--- config.mk ---
export PLATFORM = sky130hd
export DESIGN_NAME = fx_slave_regs
export DESIGN_NICKNAME = d
export VERILOG_FILES = /design/src/rtl/fx_slave_regs.sv
export SDC_FILE = /design/constraint.sdc
export NUM_CORES = 1
export LEC_CHECK = 0
export CAP_MARGIN = 10
export CORE_UTILIZATION = 44
export CTS_CLUSTER_SIZE = 8
export DETAILED_ROUTE_END_ITERATION = 10
export GPL_TIMING_DRIVEN = 0
export PLACE_DENSITY_LB_ADDON = 0.08
export SLEW_MARGIN = 20
export SYNTH_ARGS = -nofsm -noshare
export SYNTH_HDL_FRONTEND = slang
export SYNTH_SLANG_ARGS = --single-unit
export TNS_END_PERCENT = 10
--- constraint.sdc ---
create_clock -name clk_sys -period 1.3 [get_ports clk_sys]
set_input_delay 0.195 -clock clk_sys [delete_from_list [all_inputs] [get_ports clk_sys]]
set_output_delay 0.195 -clock clk_sys [all_outputs]
set_load 0.05 [all_outputs]
--- src/rtl/fx_slave_regs.sv ---
// fx_slave_regs: 16-byte register slave on the FX bus.
//
// Register window at BASE (BASE[3:0] must be zero), offsets:
//   0x0 ID (RO, DEV_ID)   0x1-0x8 CFG0-7 (RW)   0x9 STS (sticky, W1C)
//   0xA CNT_L             0xB CNT_H (shadow)    0xC SCRATCH (RW)
//   0xD-0xF reserved (read 0x00, writes ignored)
//
// Build option: define FX_SLAVE_CNT_EN to build the 16-bit saturating event
// counter and its high-byte shadow. Without it, 0xA/0xB read as reserved
// and evt is ignored.
//
// Ports:
//   clk_sys   in   1   system clock, rising edge
//   rst_n     in   1   asynchronous active-low reset
//   fx_wr     in   1   write strobe
//   fx_waddr  in  22   write address
//   fx_data   in   8   write data
//   fx_rd     in   1   read strobe
//   fx_raddr  in  22   read address
//   fx_q      out  8   read data, one cycle after fx_rd; zero unless a hit
//   cfg_reg   out 64   CFG bytes, byte k at bits 8k+7:8k = offset 0x1+k
//   sts_in    in   8   status event bits, level-sampled every cycle
//   evt       in   1   event pulse to count
module fx_slave_regs #(
    parameter logic [21:0] BASE   = 22'h000000,
    parameter logic [7:0]  DEV_ID = 8'hA5
) (
    input  logic        clk_sys,
    input  logic        rst_n,
    input  logic        fx_wr,
    input  logic [21:0] fx_waddr,
    input  logic [7:0]  fx_data,
    input  logic        fx_rd,
    input  logic [21:0] fx_raddr,
    output logic [7:0]  fx_q,
    output logic [63:0] cfg_reg,
    input  logic [7:0]  sts_in,
    input  logic        evt
);

    logic       wr_hit;
    logic       rd_hit;
    logic [3:0] woff;
    logic [3:0] roff;
    logic [3:0] cfg_idx;
    logic [7:0] sts;
    logic [7:0] scratch;
    logic [7:0] sts_clr;
    logic [7:0] rd_val;

    assign wr_hit  = fx_wr && (fx_waddr[21:4] == BASE[21:4]);
    assign rd_hit  = fx_rd && (fx_raddr[21:4] == BASE[21:4]);
    assign woff    = fx_waddr[3:0];
    assign roff    = fx_raddr[3:0];
    assign cfg_idx = woff - 4'd1;
    assign sts_clr = (wr_hit && woff == 4'h9) ? fx_data : '0;

`ifdef FX_SLAVE_CNT_EN
    logic [15:0] cnt;
    logic [7:0]  cnt_shadow;
    logic        cnt_clr;

    assign cnt_clr = wr_hit && (woff == 4'hA);

    // Clear has priority over a coincident event; increment stops at all-ones.
    always_ff @(posedge clk_sys or negedge rst_n) begin
        if (!rst_n) begin
            cnt <= '0;
        end else if (cnt_clr) begin
            cnt <= '0;
        end else if (evt && cnt != '1) begin
            cnt <= cnt + 16'd1;
        end
    end

    // Reading CNT_L snapshots the pre-edge high byte so CNT_L/CNT_H pairs match.
    always_ff @(posedge clk_sys or negedge rst_n) begin
        if (!rst_n) begin
            cnt_shadow <= '0;
        end else if (rd_hit && roff == 4'hA) begin
            cnt_shadow <= cnt[15:8];
        end
    end
`else
    logic unused_evt;
    assign unused_evt = evt;
`endif

    always_comb begin
        rd_val = '0;
        case (roff)
            4'h0:    rd_val = DEV_ID;
            4'h1, 4'h2, 4'h3, 4'h4,
            4'h5, 4'h6, 4'h7, 4'h8:
                     rd_val = cfg_reg[{roff[2:0] - 3'd1, 3'b000} +: 8];
            4'h9:    rd_val = sts;
`ifdef FX_SLAVE_CNT_EN
            4'hA:    rd_val = cnt[7:0];
            4'hB:    rd_val = cnt_shadow;
`endif
            4'hC:    rd_val = scratch;
            default: rd_val = '0;
        endcase
    end

    always_ff @(posedge clk_sys or negedge rst_n) begin
        if (!rst_n) begin
            cfg_reg <= '0;
            scratch <= '0;
        end else if (wr_hit) begin
            if (woff >= 4'h1 && woff <= 4'h8) begin
                cfg_reg[{cfg_idx[2:0], 3'b000} +: 8] <= fx_data;
            end
            if (woff == 4'hC) begin
                scratch <= fx_data;
            end
        end
    end

    // New events are ORed in after the clear so a coincident set wins.
    always_ff @(posedge clk_sys or negedge rst_n) begin
        if (!rst_n) begin
            sts <= '0;
        end else begin
            sts <= (sts & ~sts_clr) | sts_in;
        end
    end

    always_ff @(posedge clk_sys or negedge rst_n) begin
        if (!rst_n) begin
            fx_q <= '0;
        end else if (fx_rd) begin
            fx_q <= rd_hit ? rd_val : '0;
        end
    end

endmodule

Yosys cells after proc, flatten, opt, wreduce, memory -nomap -nowiden
Cells that the tools add are included.
Word-level totals
  register bits after elaboration: 88
  input port bits: 65
  output and inout port bits: 72
  word-level logic and storage cells: 41
Operators by class
  $add $sub $neg: 3
  order comparisons: 2
  equal/unequal tests: 12
  shift operators: 3
  mux-type cells: 4
  bitwise operators: 3
  reductions and logical operators: 10
Operators by type and width (number)
  bitwise mux 64 bit: 1
  variable shift 8 x 8 -> 64 bit, first input constant: 1
  indexed part select 64 x 7 -> 8 bit: 1
  indexed part select 8 x 8 -> 64 bit: 1
  logical NOT 18 bit: 2
  one-hot mux 8 bit (4 select lines): 1
  == test 4 bit, second input constant: 5
  == test 4 x 3 -> 1 bit, second input constant: 4
  2-to-1 mux 8 bit: 2
  bitwise AND 8 bit: 1
  == test 4 x 2 -> 1 bit, second input constant: 2
  negation 6 -> 8 bit: 1
  NOT 8 bit: 1
  bitwise OR 8 bit: 1
  OR reduction 8 bit: 1
  subtractor 3 x 1 -> 3 bit, second input constant: 2
  == test 4 x 1 -> 1 bit, second input constant: 1
  greater-or-equal comparator 4 x 1 -> 1 bit, second input constant: 1
  less-or-equal comparator 4 bit, second input constant: 1
  logical AND 1 bit: 4
  logical NOT 4 bit: 1
  AND reduction 2 bit: 2

Logic depth before layout (Yosys ltp)
Gate-level depths: netlist of run 1.
  word-level depth: 7
  depth in mapped cells: 9
  depth with buffers taken out: 8

Worst setup path after synthesis of run 1
No wires, ideal clock.
  path kind: input -> register
  start point: in fx_raddr[0]
  end point: reg fx_q[4]
  library setup time: 133 ps
  arrival time: 2591 ps
  data required time: 1167 ps
  setup slack: -1424 ps
  cell stages on the path: 9
  path buffers: 3
  cells stage by stage: clkbuf_1 inv_2 ha_1 clkbuf_1 buf_1 mux4_2 mux2_2 a22oi_1 o22ai_1
Between the ends
  longest elaborated chain between the ends: 4
  elaborated cells between the ends (all ways): 16
  classes of those cells: 1 x add/sub; 10 x eq/ne; 1 x shift; 2 x mux; 2 x reduce/logical
Ends and longest elaborated chain
  from (decl): line 34  | input logic [21:0] fx_raddr,
  subtractor 3 x 1 -> 3 bit, or another cell as far along: line 95  | rd_val = cfg_reg[{roff[2:0] - 3'd1, 3'b000} +: 8];
  indexed part select 64 x 7 -> 8 bit or OR reduction 8 bit (tied branches): line 95, 91
  one-hot mux 8 bit (4 select lines) (*): line 91  | case (roff)
  2-to-1 mux 8 bit (*): line 133  | fx_q <= rd_hit ? rd_val : '0;
  to (signal assigned): line 133
  to (decl): line 35  | output logic [7:0] fx_q,
Every way passes the cells marked *; elsewhere a longest branch is shown, timed or not.
A chain may end at the register's enable or synchronous reset.

Worst setup path after layout of run 1
  start point: in fx_waddr[1]
  end point: reg cfg_reg[21]
Between the ends
  longest elaborated chain between the ends: 4
  elaborated cells between the ends (all ways): 9
  classes of those cells: 2 x add/sub; 2 x order compare; 2 x shift; 1 x mux; 2 x reduce/logical
Ends and longest elaborated chain
  from (decl): line 31  | input logic [21:0] fx_waddr,
  subtractor 3 x 1 -> 3 bit: line 55  | assign cfg_idx = woff - 4'd1;
  negation 6 -> 8 bit: line 112  | cfg_reg[{cfg_idx[2:0], 3'b000} +: 8] <= fx_data;
  indexed part select 8 x 8 -> 64 bit or variable shift 8 x 8 -> 64 bit (tied branches): line 112
  bitwise mux 64 bit: line 112
  to (signal, indexed assignment): line 112
  to (decl): line 36  | output logic [63:0] cfg_reg,
Several ways; a longest one is shown, not always the timed one.

==> results of run 1 <==
-- worst max-delay path, stage by stage --
cell and delay, ns:
buf_8 0.08, clkinvlp_4 0.09, ha_4 0.19, buf_6 0.12, or4b_4 0.20, o2111ai_4 0.12
buf_12 0.19, nor4_4 0.36, buf_4 0.23, mux2_1 0.33
-- path summary, 6_finish.rpt --
path,cells past startpoint,from,slack [ns],endpoint
worst min register to register,1,sts[0]$_DFF_PN0_,0.49,sts[0]$_DFF_PN0_
worst max-delay path,10,fx_waddr[1],-0.57,cfg_reg[21]$_DFFE_PN0P_
worst max register to register,4,cfg_reg[36]$_DFFE_PN0P_,-0.27,fx_q[4]$_DFFE_PN0P_
max in group asynchronous,3,rst_n,0.29,cfg_reg[14]$_DFFE_PN0P_
min in group clk_sys,2,sts_in[4],0.40,sts[4]$_DFF_PN0_
worst min-delay path,2,rst_n,0.36,fx_q[5]$_DFFE_PN0P_
-- Yosys cell counts (3+ instances only) --
| cell type | n | area, um2 |
|---|---|---|
| o22ai_1 | 4 | 25.02 |
| inv_1 | 15 | 56.30 |
| nor2b_1 | 3 | 18.77 |
| and3_1 | 10 | 62.56 |
| nor4_4 | 8 | 170.2 |
| mux4_2 | 14 | 315.3 |
| nor3_1 | 10 | 50.05 |
| o221ai_1 | 5 | 43.79 |
| nand2_1 | 9 | 33.78 |
| a2111oi_0 | 3 | 26.28 |
| nor4_1 | 5 | 31.28 |
| dfrtp_1 | 88 | 2202 |
| nand2b_1 | 10 | 62.56 |
| clkbuf_1 | 8 | 30.03 |
| mux2i_1 | 6 | 60.06 |
| nor2_1 | 8 | 30.03 |
| mux2_2 | 3 | 33.78 |
| a21oi_1 | 8 | 40.04 |
| mux2_4 | 32 | 480.5 |
| a22oi_1 | 3 | 22.52 |
| buf_2 | 4 | 20.02 |
| mux2_1 | 40 | 450.4 |
| a21o_1 | 8 | 60.06 |
| nand3_1 | 17 | 85.08 |
| a32o_1 | 4 | 40.04 |
| ha_1 | 12 | 150.1 |
-- cell families after synthesis --
family | Yosys count | synth area share
AOI/OAI and AO/OA | 37 | 0.06130
muxes | 95 | 0.2782
buffers and inverters | 31 | 0.02520
xor gates and xnor gates | 2 | 0.003637
and+or+nand+nor | 94 | 0.1434
adders and majority gates | 12 | 0.03117
DFF | 88 | 0.4571
-- what timing repair did --
item,in CTS,in global routing
buffers inserted,26,9
resized for setup,433,87
endpoints found under the hold margin,42,0
pin swaps,16,20
setup endpoints to repair,160,96
hold buffers,1,0
-- cell type report --
cell class | instances | share of cell area
clock buffers | 9 | 0.01763
inverters | 17 | 0.01264
clock inverters | 7 | 0.006766
plain buffers | 13 | 0.02368
well taps | 136 | 0.02422
flip-flops and latches | 88 | 0.3134
repair buffers | 171 | 0.1959
multi-input cells | 240 | 0.4058
-- metal layers --
metal / wire, um / vias up / track usage
met5: 0 / - / 0
met4: 404 / 0 / 0.1155
met3: 780 / 28 / 0.03100
met2: 7337 / 154 / 0.4410
met1: 6121 / 1963 / 0.3420
li1: - / 1716 / -
-- power groups by stage --
stage	Combinational, mW	Clock, mW	Sequential [mW]
CTS	0.833	1.74	2.73
floorplan	0.342	0	2.79
detailed placement	0.748	0	2.79
finish	0.869	1.72	2.73
global placement	0.716	0	2.79
global route	0.928	1.83	2.74
==> results.txt, run 1 <==
For the leakage power summed over all cells, the log shows 3.389 nW. The register with the most flip-flops in the layout has 64 of them. The synthesized area per cell is 13.42 um2.

In the final routed layout, each cell accounts on average for 21.50 um. For the via count of the first global-routing pass, the log shows 4116. The tools report the number of warnings reported in the yosys synthesis log as 0. For the total nets after synthesis, the log shows 436. The share of layout cells above drive strength 1 works out to 0.4954. 0 antenna diodes ended up in the layout. At the worst endpoint, the required time is 1.55 ns. The cell count after synthesis is 359, and the number of optimization iterations in the first detailed-route pass is 4. In the routed design, unresolved DRC markers number 0.

The logs give 0 for the number of nets with antenna violations after routing and 9 for the number of buffers added by the clock tree synthesis step. After synthesis the netlist holds a flip-flop and latch count of 88. Among all flip-flop cells after synthesis, the most frequent one is dfrtp_1.

Part of the Yosys area used for sequential elements: 0.4571. The internal power of the cells totals 3.843 mW. The tools report the maximum resistive drop on vdd as 0.5989 mV.

The library cells used most frequently in the layout, excluding fill and tap cells, are 88 x dfrtp_1, 75 x buf_2, 61 x mux2_4. The logs give 0 for the final global-route overflow total and 0.005481 ns for the largest clock skew in the final design. The initial antenna violation count is 0, and the reported net switching power is 1.482 mW.

Of all nets on the critical path, the largest fanout is 8. The power density relative to cell area is 757.8 nW/um2. The initialized floorplan defines 37 standard-cell rows. TritonCTS built the clock tree. For the final routed database, the setup TNS stands at -35.94 ns. Summing all multi-input logic gate instances after layout gives 2851 um2.

At the pin with the least slew margin, the transition time is 0.5883 ns. The fraction of registers with async set/reset was 1.000. The aggregate global-route resource usage was 0.2624. The classification of the worst setup path is in2reg. The worst setup path is captured at a flip-flop. The period utilization was 1.436; the data arrival at the endpoint of the critical path was 2.12 ns.

Setup repair after global routing could not meet its margin everywhere. The clock group share of total power is 0.323. Buffers placed on the I/O ports in this run total 135. For this block, the routed nets add up to 14640 um of wire. The final hold violation count is 0, and the clock latency reported for the late side of the worst-skew pair is 0.36 ns.

The switching power share of the total was 0.2784. Detailed placement ended at an HPWL of 9970 um. Across the run, the number of max-cap violations was 0. The sequential share of power was 0.514. Clock tree synthesis found a total of 88 sinks.

For the worst setup slack after placement, the log shows -1.967 ns. The flow ran to the end, but the final reports show violations. Final standard cell count with taps included and fillers excluded: 681. At the end of routability-driven placement, the weighted congestion stood at 0.8233.

Setup violations remaining at the end of the flow were counted as 80. STA classifies the critical path startpoint as a primary input. The sequential cells in the finished layout cover a total of 2202 um2. The floorplan step set the die height to 106.6 um. The final setup slack of the worst path was -0.5668 ns; the growth of design area from synthesis to finish was 45.87%. For the I/O pin total, the log shows 137. The routed design could run at a clock period as short as 1.867 ns. The tools report the number of H-tree levels as 3. The logs give 0.6716 for the final standard cell utilization of the core and 0.6078 for the worst slew margin relative to its limit. The pin count of the biggest net entering global routing is 47, and the count of final max-slew check failures is 0.

Effective utilization at floorplan: 0.4604. Yosys mapped the design onto 44 distinct sky130hd cell types. The final reports fail on negative setup slack.

Width of the chip: 106.6 um. CTS clock-pin slew for the worst setup and hold paths: 0.09 ns. The buffer depth of the longest clock path is 2, and the filler cell count in the final layout is 811.

Using the TritonRoute via totals, the vias-per-cell ratio works out to 5.670. The run gives 0.163 as the power share of the combinational group. The finished cells cover 7027 um2.

After synthesis the cells add up to 4817 um2. The net count of the finished layout was 617; the total instance count after detailed placement was 631. The run gives 535.7 MHz as the timing-limited maximum frequency. The die covers 11370 um2. The worst hold path belongs to the class in2async.

For this block, the via count after detailed routing is 3861. The library cell used most frequently in the layout, excluding fill and tap cells, is dfrtp_1. The first global-routing pass estimated 22170 um of wire. The run gives 144 as the violation count after the first detailed-route iteration. Total power for the finished layout comes to 5.325 mW. The root buffer cell was clkbuf_8. The number of enable flip-flop cells after synthesis was 0; the worst hold margin was 0.3644 ns. After detailed placement, the total cell area comes to 6506 um2. The placeable core region is 10460 um2.
No activity file was read; power rests on OpenSTA's default activity.
==> run 2: changes to the inputs <==
--- a/config.mk
+++ b/config.mk
@@ -11,6 +11,7 @@
 export DETAILED_ROUTE_END_ITERATION = 10
 export GPL_TIMING_DRIVEN = 0
 export PLACE_DENSITY_LB_ADDON = 0.08
+export SETUP_SLACK_MARGIN = 0.05
 export SLEW_MARGIN = 20
 export SYNTH_ARGS = -nofsm -noshare
 export SYNTH_HDL_FRONTEND = slang
==> results.txt, run 2 (synthesis gave the netlist of run 1 again) <==
The power density relative to cell area was 756.0 nW/um2; the net count of the finished layout was 615. The logs give 11370 um2 for the die footprint and 14400 um for the routed wire length. The register with the most flip-flops in the layout has 64 of them. The placeable core region was 10460 um2.

For this design the top-level I/O count stands at 137. The average detailed-routed wire length per instance is 21.21 um. The classification of the worst setup path is in2reg.

The logs give 0.6052 for the worst slew margin relative to its limit and 1.54 ns for the required time at the worst-slack endpoint. The number of nets with antenna violations after routing was 0. Including well taps, the total number of placed cells is 631. The logs give 9 for the number of buffers added by the clock tree synthesis step and 88 for the final-report setup violation count. The instance area after placement is 6506 um2. The tools report the root buffer cell as clkbuf_8.

The tree built by TritonCTS fans out to 88 sinks. The number of H-tree levels is 3. The tool flagged a number of max-cap violations equal to 0. The final standard cell count with taps included and fillers excluded is 679. The pin count of the biggest net entering global routing was 47. At the later pin of the worst-skew pair, clock insertion delay measures 0.36 ns. The repair_antennas step left the layout with diodes totalling 0. Between clock sinks in the finished design, the worst skew comes to 0.004681 ns. Across all hold checks on the routed design, the worst slack comes to 0.3723 ns. Period utilization: 1.457.

Setup repair after global routing could not meet its margin everywhere. For the total number of vias, the log shows 3801. The run gives 0 as the count of final max-slew check failures. Counting along the longest clock path gives a buffer depth of 2. The share of layout cells above drive strength 1 is 0.4420. Using the TritonRoute via totals, the vias-per-cell ratio works out to 5.598. The leakage power summed over all cells is 3.320 nW, and the violation count after the first detailed-route iteration is 114. The count of input and output buffers is 135. STA classifies the critical path startpoint as a primary input. The CTS clock-pin slew for the worst setup and hold paths is 0.09 ns, and the detailed-route DRC error count is 0. The logs give -1.967 ns for the worst setup slack after placement and 5.316 mW for the total design power. In the layout the commonest cells are 88 x dfrtp_1, 54 x buf_2, 46 x clkdlybuf4s50_1.

Placement row count: 37. The run gives 4103 as the via count of the first global-routing pass. The tools report the global-route wire length before repair as 22140 um. Detailed placement ended at an HPWL of 9970 um.

The filler cells instantiated in the layout total 794. The total overflow left after global routing is 0. Counting I/O delays and the setup requirement, the final critical path takes 1.894 ns. Derived from the worst setup path, the maximum achievable clock frequency is 528.1 MHz. The checks that failed: negative setup slack.

Of all nets on the critical path, the largest fanout is 6. The first detailed-routing pass ran for 4 iterations. The path class of the tightest hold or removal check is in2async.

STA classifies the critical path endpoint as a flip-flop. The height of the chip was 106.6 um; the slew at the pin closest to its max-slew limit was 0.5921 ns. The tools report the maximum resistive drop on vdd as 0.6029 mV. The flow ran to the end, but the final reports show violations. The effective utilization at floorplan came out at 0.4604. The library cell used most frequently in the layout, excluding fill and tap cells, is dfrtp_1.

In this run the horizontal extent of the chip is 106.6 um. TritonCTS built the clock tree. The aggregate global-route resource usage is 0.2623. The finished cells cover 7032 um2. From synthesis to final layout, the design area changed by 45.97%. Data arrives at the worst endpoint at 2.14 ns. The run gives 0.8233 as the placer congestion estimate. The initial antenna violation count is 0.

The logs give -0.5936 ns for the final setup slack of the worst path and 0 for the final hold violation count.
[run 2: cell count changes in the layout (fill, tap and decap cells not counted), moves of 2 or more]
cell | before | now
buf_2 | 75 | 54
mux2_1 | 14 | 31
dlygate4sd2_1 | 4 | 10
clkbuf_4 | 0 | 15
buf_4 | 20 | 22
nor4_4 | 10 | 8
dlymetal6s2s_1 | 7 | 0
mux2_4 | 61 | 44
clkdlybuf4s50_1 | 36 | 46
clkbuf_2 | 12 | 1
nor4_2 | 0 | 2
[run 2: path summary, 6_finish.rpt]
kind	slack, ns	cells past startpoint	to	from
max in group asynchronous	0.29	3	cfg_reg[14]$_DFFE_PN0P_	rst_n
min reg2reg	0.50	1	scratch[2]$_DFFE_PN0P_	scratch[2]$_DFFE_PN0P_
max	-0.59	11	cfg_reg[32]$_DFFE_PN0P_	fx_waddr[1]
min in group clk_sys	0.40	2	sts[4]$_DFF_PN0_	sts_in[4]
max reg2reg	-0.30	4	fx_q[4]$_DFFE_PN0P_	cfg_reg[36]$_DFFE_PN0P_
min	0.37	2	sts[2]$_DFF_PN0_	rst_n
[run 2: cell type report]
| type | instances | area, um2 | share of cell area |
|---|---|---|---|
| repair buffers | 169 | 1464 | 0.2082 |
| inverters | 17 | 88.84 | 0.01263 |
| flip-flops and latches | 88 | 2202 | 0.3132 |
| clock inverters | 7 | 47.55 | 0.006762 |
| multi-input cells | 240 | 2775 | 0.3947 |
| well taps | 136 | 170.2 | 0.02420 |
| clock buffers | 9 | 123.9 | 0.01762 |
| plain buffers | 13 | 160.2 | 0.02278 |
[run 2: power breakdown]
group,internal (mW),total [mW],switching [mW]
registers,2.73,2.73,0.00000507
clock network,0.694,1.72,1.02
logic,0.422,0.866,0.445
total,3.85,5.32,1.47
[run 2: per-layer routing]
layer	vias up	global-route usage	share of wire
li1	1704	-	-
met1	1924	0.3428	0.41
met2	147	0.4396	0.50
met3	26	0.03100	0.059
met4	0	0.1155	0.030
met5	-	0	0
[run 2: worst max-delay path, cell delays in order]
cell and delay (ns):
buf_8 0.08, clkinvlp_4 0.09, ha_4 0.19, buf_6 0.11
or4b_4 0.21, o2111ai_4 0.12, buf_12 0.19, buf_12 0.13
nor4_4 0.31, buf_12 0.20, mux2_4 0.30
[run 2: repair_timing]
item	in CTS	in global routing
resized for setup	456	36
hold endpoints to repair	42	0
gates cloned	0	0
buffers inserted	26	6
pin swaps	23	10
hold buffers	1	0
endpoints found under the setup margin	160	105
[run 2: through the flow]
step,TNS (ns),util
global placement,-420.64,0.6195
CTS,-36.38,0.6559
global route,-45.40,0.6721
detailed placement,-148.17,0.6219
finish,-40.26,0.6721
floorplan,-58.32,-
==> run 3: changes to the inputs <==
--- a/config.mk
+++ b/config.mk
@@ -5,6 +5,7 @@
 export SDC_FILE = /design/constraint.sdc
 export NUM_CORES = 1
 export LEC_CHECK = 0
+export ABC_AREA = 1
 export CAP_MARGIN = 10
 export CORE_UTILIZATION = 44
 export CTS_CLUSTER_SIZE = 8
==> results.txt, run 3 <==
The tightest hold path in the finished design has a slack of 0.3573 ns. The I/O pin total was 137. Fraction of registers with async set/reset: 1.000. The register with the most flip-flops in the layout has 64 of them. Dominant cell type by area after synthesis: dfrtp_1.

The final hold violation count is 0. The cell with the largest stage delay on the worst path is or2_1. The number of distinct standard cells referenced by the synthesized netlist came out at 30. Dividing the detail-routed via count by the number of cells gives 5.445. The synthesized netlist occupies a cell area of 5000 um2. By count the netlist is led by 233 x nand2_1, 93 x nor2_1, 88 x dfrtp_1, 55 x nand4_1, 44 x nand3_1. The critical path goes through buf_8, buf_12, clkinv_8, ha_4, inv_2, nand2_2, nand2_4, ha_4, or2_1, buf_6, nor3_4, buf_12, nand2_8, nand2_2, nand2_1.

The tools report the via count of the first global-routing pass as 5155. The kind of start point of the critical path is a primary input. The average detailed-routed wire length per instance came out at 18.26 um. Static timing analysis puts the maximum clock frequency at 648.1 MHz.

The clock drives 88 sinks. 0 antenna diodes ended up in the layout. In this design, the stage delay of the slowest critical-path cell is 0.22 ns. The count of input and output buffers came out at 135.

The synthesized design contains 88 register bits. In this run the power density over the cells is 907.6 nW/um2. The logs give 0 for the initial antenna violation count and 7583 um for the total routed wire length on the met1 layer. Effective utilization at floorplan: 0.4572.

In the final design database the tool counted 943 nets. The height of the chip came out at 108.6 um. The detailed router used layers up to and including met4. The leakage power summed over all cells is 3.969 nW.

The final-report setup violation count was 89; the final setup slack of the worst path was -0.2430 ns. In this run, synthesis inferred 0 flip-flops with an integrated enable. The largest clock skew in the final design is 0.006761 ns, and the global-route wire length before repair is 27470 um. Counting I/O delays and the setup requirement, the final critical path takes 1.543 ns. Routed wire length: 18450 um. Kind of cell adding the most delay to the critical path: simple AND/OR/NAND/NOR gates. The run gives 0.6564 as the worst slew margin relative to its limit.

The most instantiated flip-flop cell in the synthesis netlist is dfrtp_1. The clock latency reported for the late side of the worst-skew pair was 0.35 ns; the placer congestion estimate was 0.9660. Detailed placement finished with a half-perimeter wire length of 13160 um. The data arrival at the endpoint of the critical path was 1.78 ns. The fraction of synthesized cell area taken by the top area cell type was 0.4404; the width of the chip was 108.6 um.

In the detailed route, the total length drawn on met2 is 8676 um. STA puts the critical path data required time at 1.54 ns. Setup repair after global routing could not meet its margin everywhere. The top fanout value on the critical path was 8. The number of buffers added by the clock tree synthesis step is 9. The share of layout cells above drive strength 1 was 0.3115; the number of optimization iterations in the first detailed-route pass was 5. The die covers 11790 um2. The period utilization came out at 1.187. The final reports fail on negative setup slack. Row generation in the floorplan step produced 38 rows. The logs give 0 for the detailed-route DRC error count and 0.9597 mV for the maximum resistive drop on vdd. Leading cell type in the layout, fill and taps excluded: nand2_1.

Root buffer cell: clkbuf_16. The total number of vias is 5499, and the placeable core region is 10940 um2. The flow ran to the end, but the final reports show violations. The run gives 0.4404 as the part of the Yosys area used for sequential elements. CTS clock-pin slew for the worst setup and hold paths: 0.06 ns. The slew at the pin closest to its max-slew limit is 0.5154 ns. Adding up every negative setup slack in the final design gives -12.95 ns. Entering global routing, the biggest net connects 51 pins. STA classifies the critical path endpoint as a flip-flop. The path category of the worst min-delay check was in2async. Total nets after synthesis: 762. In the post-synthesis netlist, the cell with the most instances is nand2_1. The classification of the worst setup path was in2reg.

The run gives 949 as the filler cell count in the final layout. The violation count after the first detailed-route iteration is 390. Final global-route overflow total: 0.

Ranked by total cell area, the synthesized netlist is headed by dfrtp_1 44%, nand2_1 17%, nor2_1 7.0%. TritonCTS built the clock tree. In the layout the commonest cells are 195 x nand2_1, 88 x dfrtp_1, 73 x nor2_1. Yosys printed 0 warnings. The number of violations of the max-capacitance limit is 0, and the buffer depth of the longest clock path is 2.

Summed over all nets, wire length on met3 after detailed routing comes to 1304 um. Growth of design area from synthesis to finish: 50.33%. The aggregate global-route resource usage is 0.3176, and the synthesized area per cell is 7.299 um2.

The run gives 0 as the count of final max-slew check failures. The total buffers and inverters traversed by the critical path was 6. Synthesis produced a netlist whose cell count is 685.

The clock tree synthesis step divided the H-tree into 3 levels. The number of nets with antenna violations after routing was 0.
[run 3: cell types whose count changed in the layout (fill, tap and decap cells not counted), moves of 11 or more]
cell	before	now
mux4_2	14	0
nand4_1	0	55
mux2_1	31	0
nand3_1	14	30
o21ai_1	0	19
nor2_4	1	12
nand2_1	8	195
or2_2	0	18
mux2_4	44	0
inv_1	12	33
nand2_2	1	33
buf_2	54	67
nor2_1	8	73
nand3_2	3	14
[run 3: cell families after synthesis]
group / share of synthesized area
flip-flops: 0.4404
adder cells (fa/ha/maj): 0.03003
AO/OA/AOI/OAI: 0.04730
XOR/XNOR: 0.003254
AND/OR/NAND/NOR: 0.4114
buffers and inverters: 0.06757
[run 3: power by group]
group / leakage (nW) / internal [mW] / switching [mW]
clock network: 0.149 / 1.67 / 1.06
registers: 1.19 / 2.74 / 0.00000645
logic: 2.63 / 0.595 / 0.764
[run 3: path summary, 6_finish.rpt]
| check | startpoint | depth (start not counted) | slack, ns | to |
|---|---|---|---|---|
| worst max register to register | cfg_reg[34]$_DFFE_PN0P_ | 7 | -0.05 | fx_q[2]$_DFFE_PN0P_ |
| max in group asynchronous | rst_n | 3 | 0.32 | cfg_reg[18]$_DFFE_PN0P_ |
| worst min-delay path | rst_n | 2 | 0.36 | cfg_reg[0]$_DFFE_PN0P_ |
| worst max-delay path | fx_waddr[0] | 15 | -0.24 | cfg_reg[32]$_DFFE_PN0P_ |
| worst min register to register | fx_q[6]$_DFFE_PN0P_ | 2 | 0.46 | fx_q[6]$_DFFE_PN0P_ |
| min in group clk_sys | sts_in[4] | 3 | 0.37 | sts[4]$_DFF_PN0_ |
[run 3: final cells by class]
class	instances	area [um2]	share of cell area
well taps	140	175.2	0.02331
inverters	44	190.2	0.02530
clock buffers	11	232.7	0.03096
plain buffers	31	282.8	0.03762
repair buffers	171	1441	0.1918
clock inverters	4	70.07	0.009322
flip-flops and latches	88	2202	0.2930
multi-input cells	521	2922	0.3887
[run 3: worst register-to-register path, delay by kind of cell (launching register included)]
family / cells / cell delay, ns
simple gates: 7 / 0.80
flops: 1 / 0.44
[run 3: routing by layer]
metal / global-route usage / vias up
met3: 0.04762 / 59
met2: 0.5014 / 264
li1: - / 2593
met4: 0.1747 / 0
met1: 0.4176 / 2583
met5: 0 / -
[run 3: repair_timing]
action | in CTS | in global routing
resized for setup | 518 | 70
endpoints found under the setup margin | 160 | 106
pin swaps | 64 | 32
cloned | 2 | 2
hold buffers | 1 | 0
setup buffers | 25 | 5
hold endpoints to repair | 38 | 0
[run 3: through the flow]
step,setup slack (ns),instance area [um2],utilization,cells,power [mW]
floorplan,-0.5157,5059,-,685,3.319
finish,-0.2430,7516,0.6873,1010,6.822
detailed placement,-1.532,6610,0.6045,961,3.773
global placement,-2.962,6585,0.6022,960,3.752
global route,-0.3141,7516,0.6873,1010,7.048
CTS,-0.2745,7246,0.6626,1004,6.747
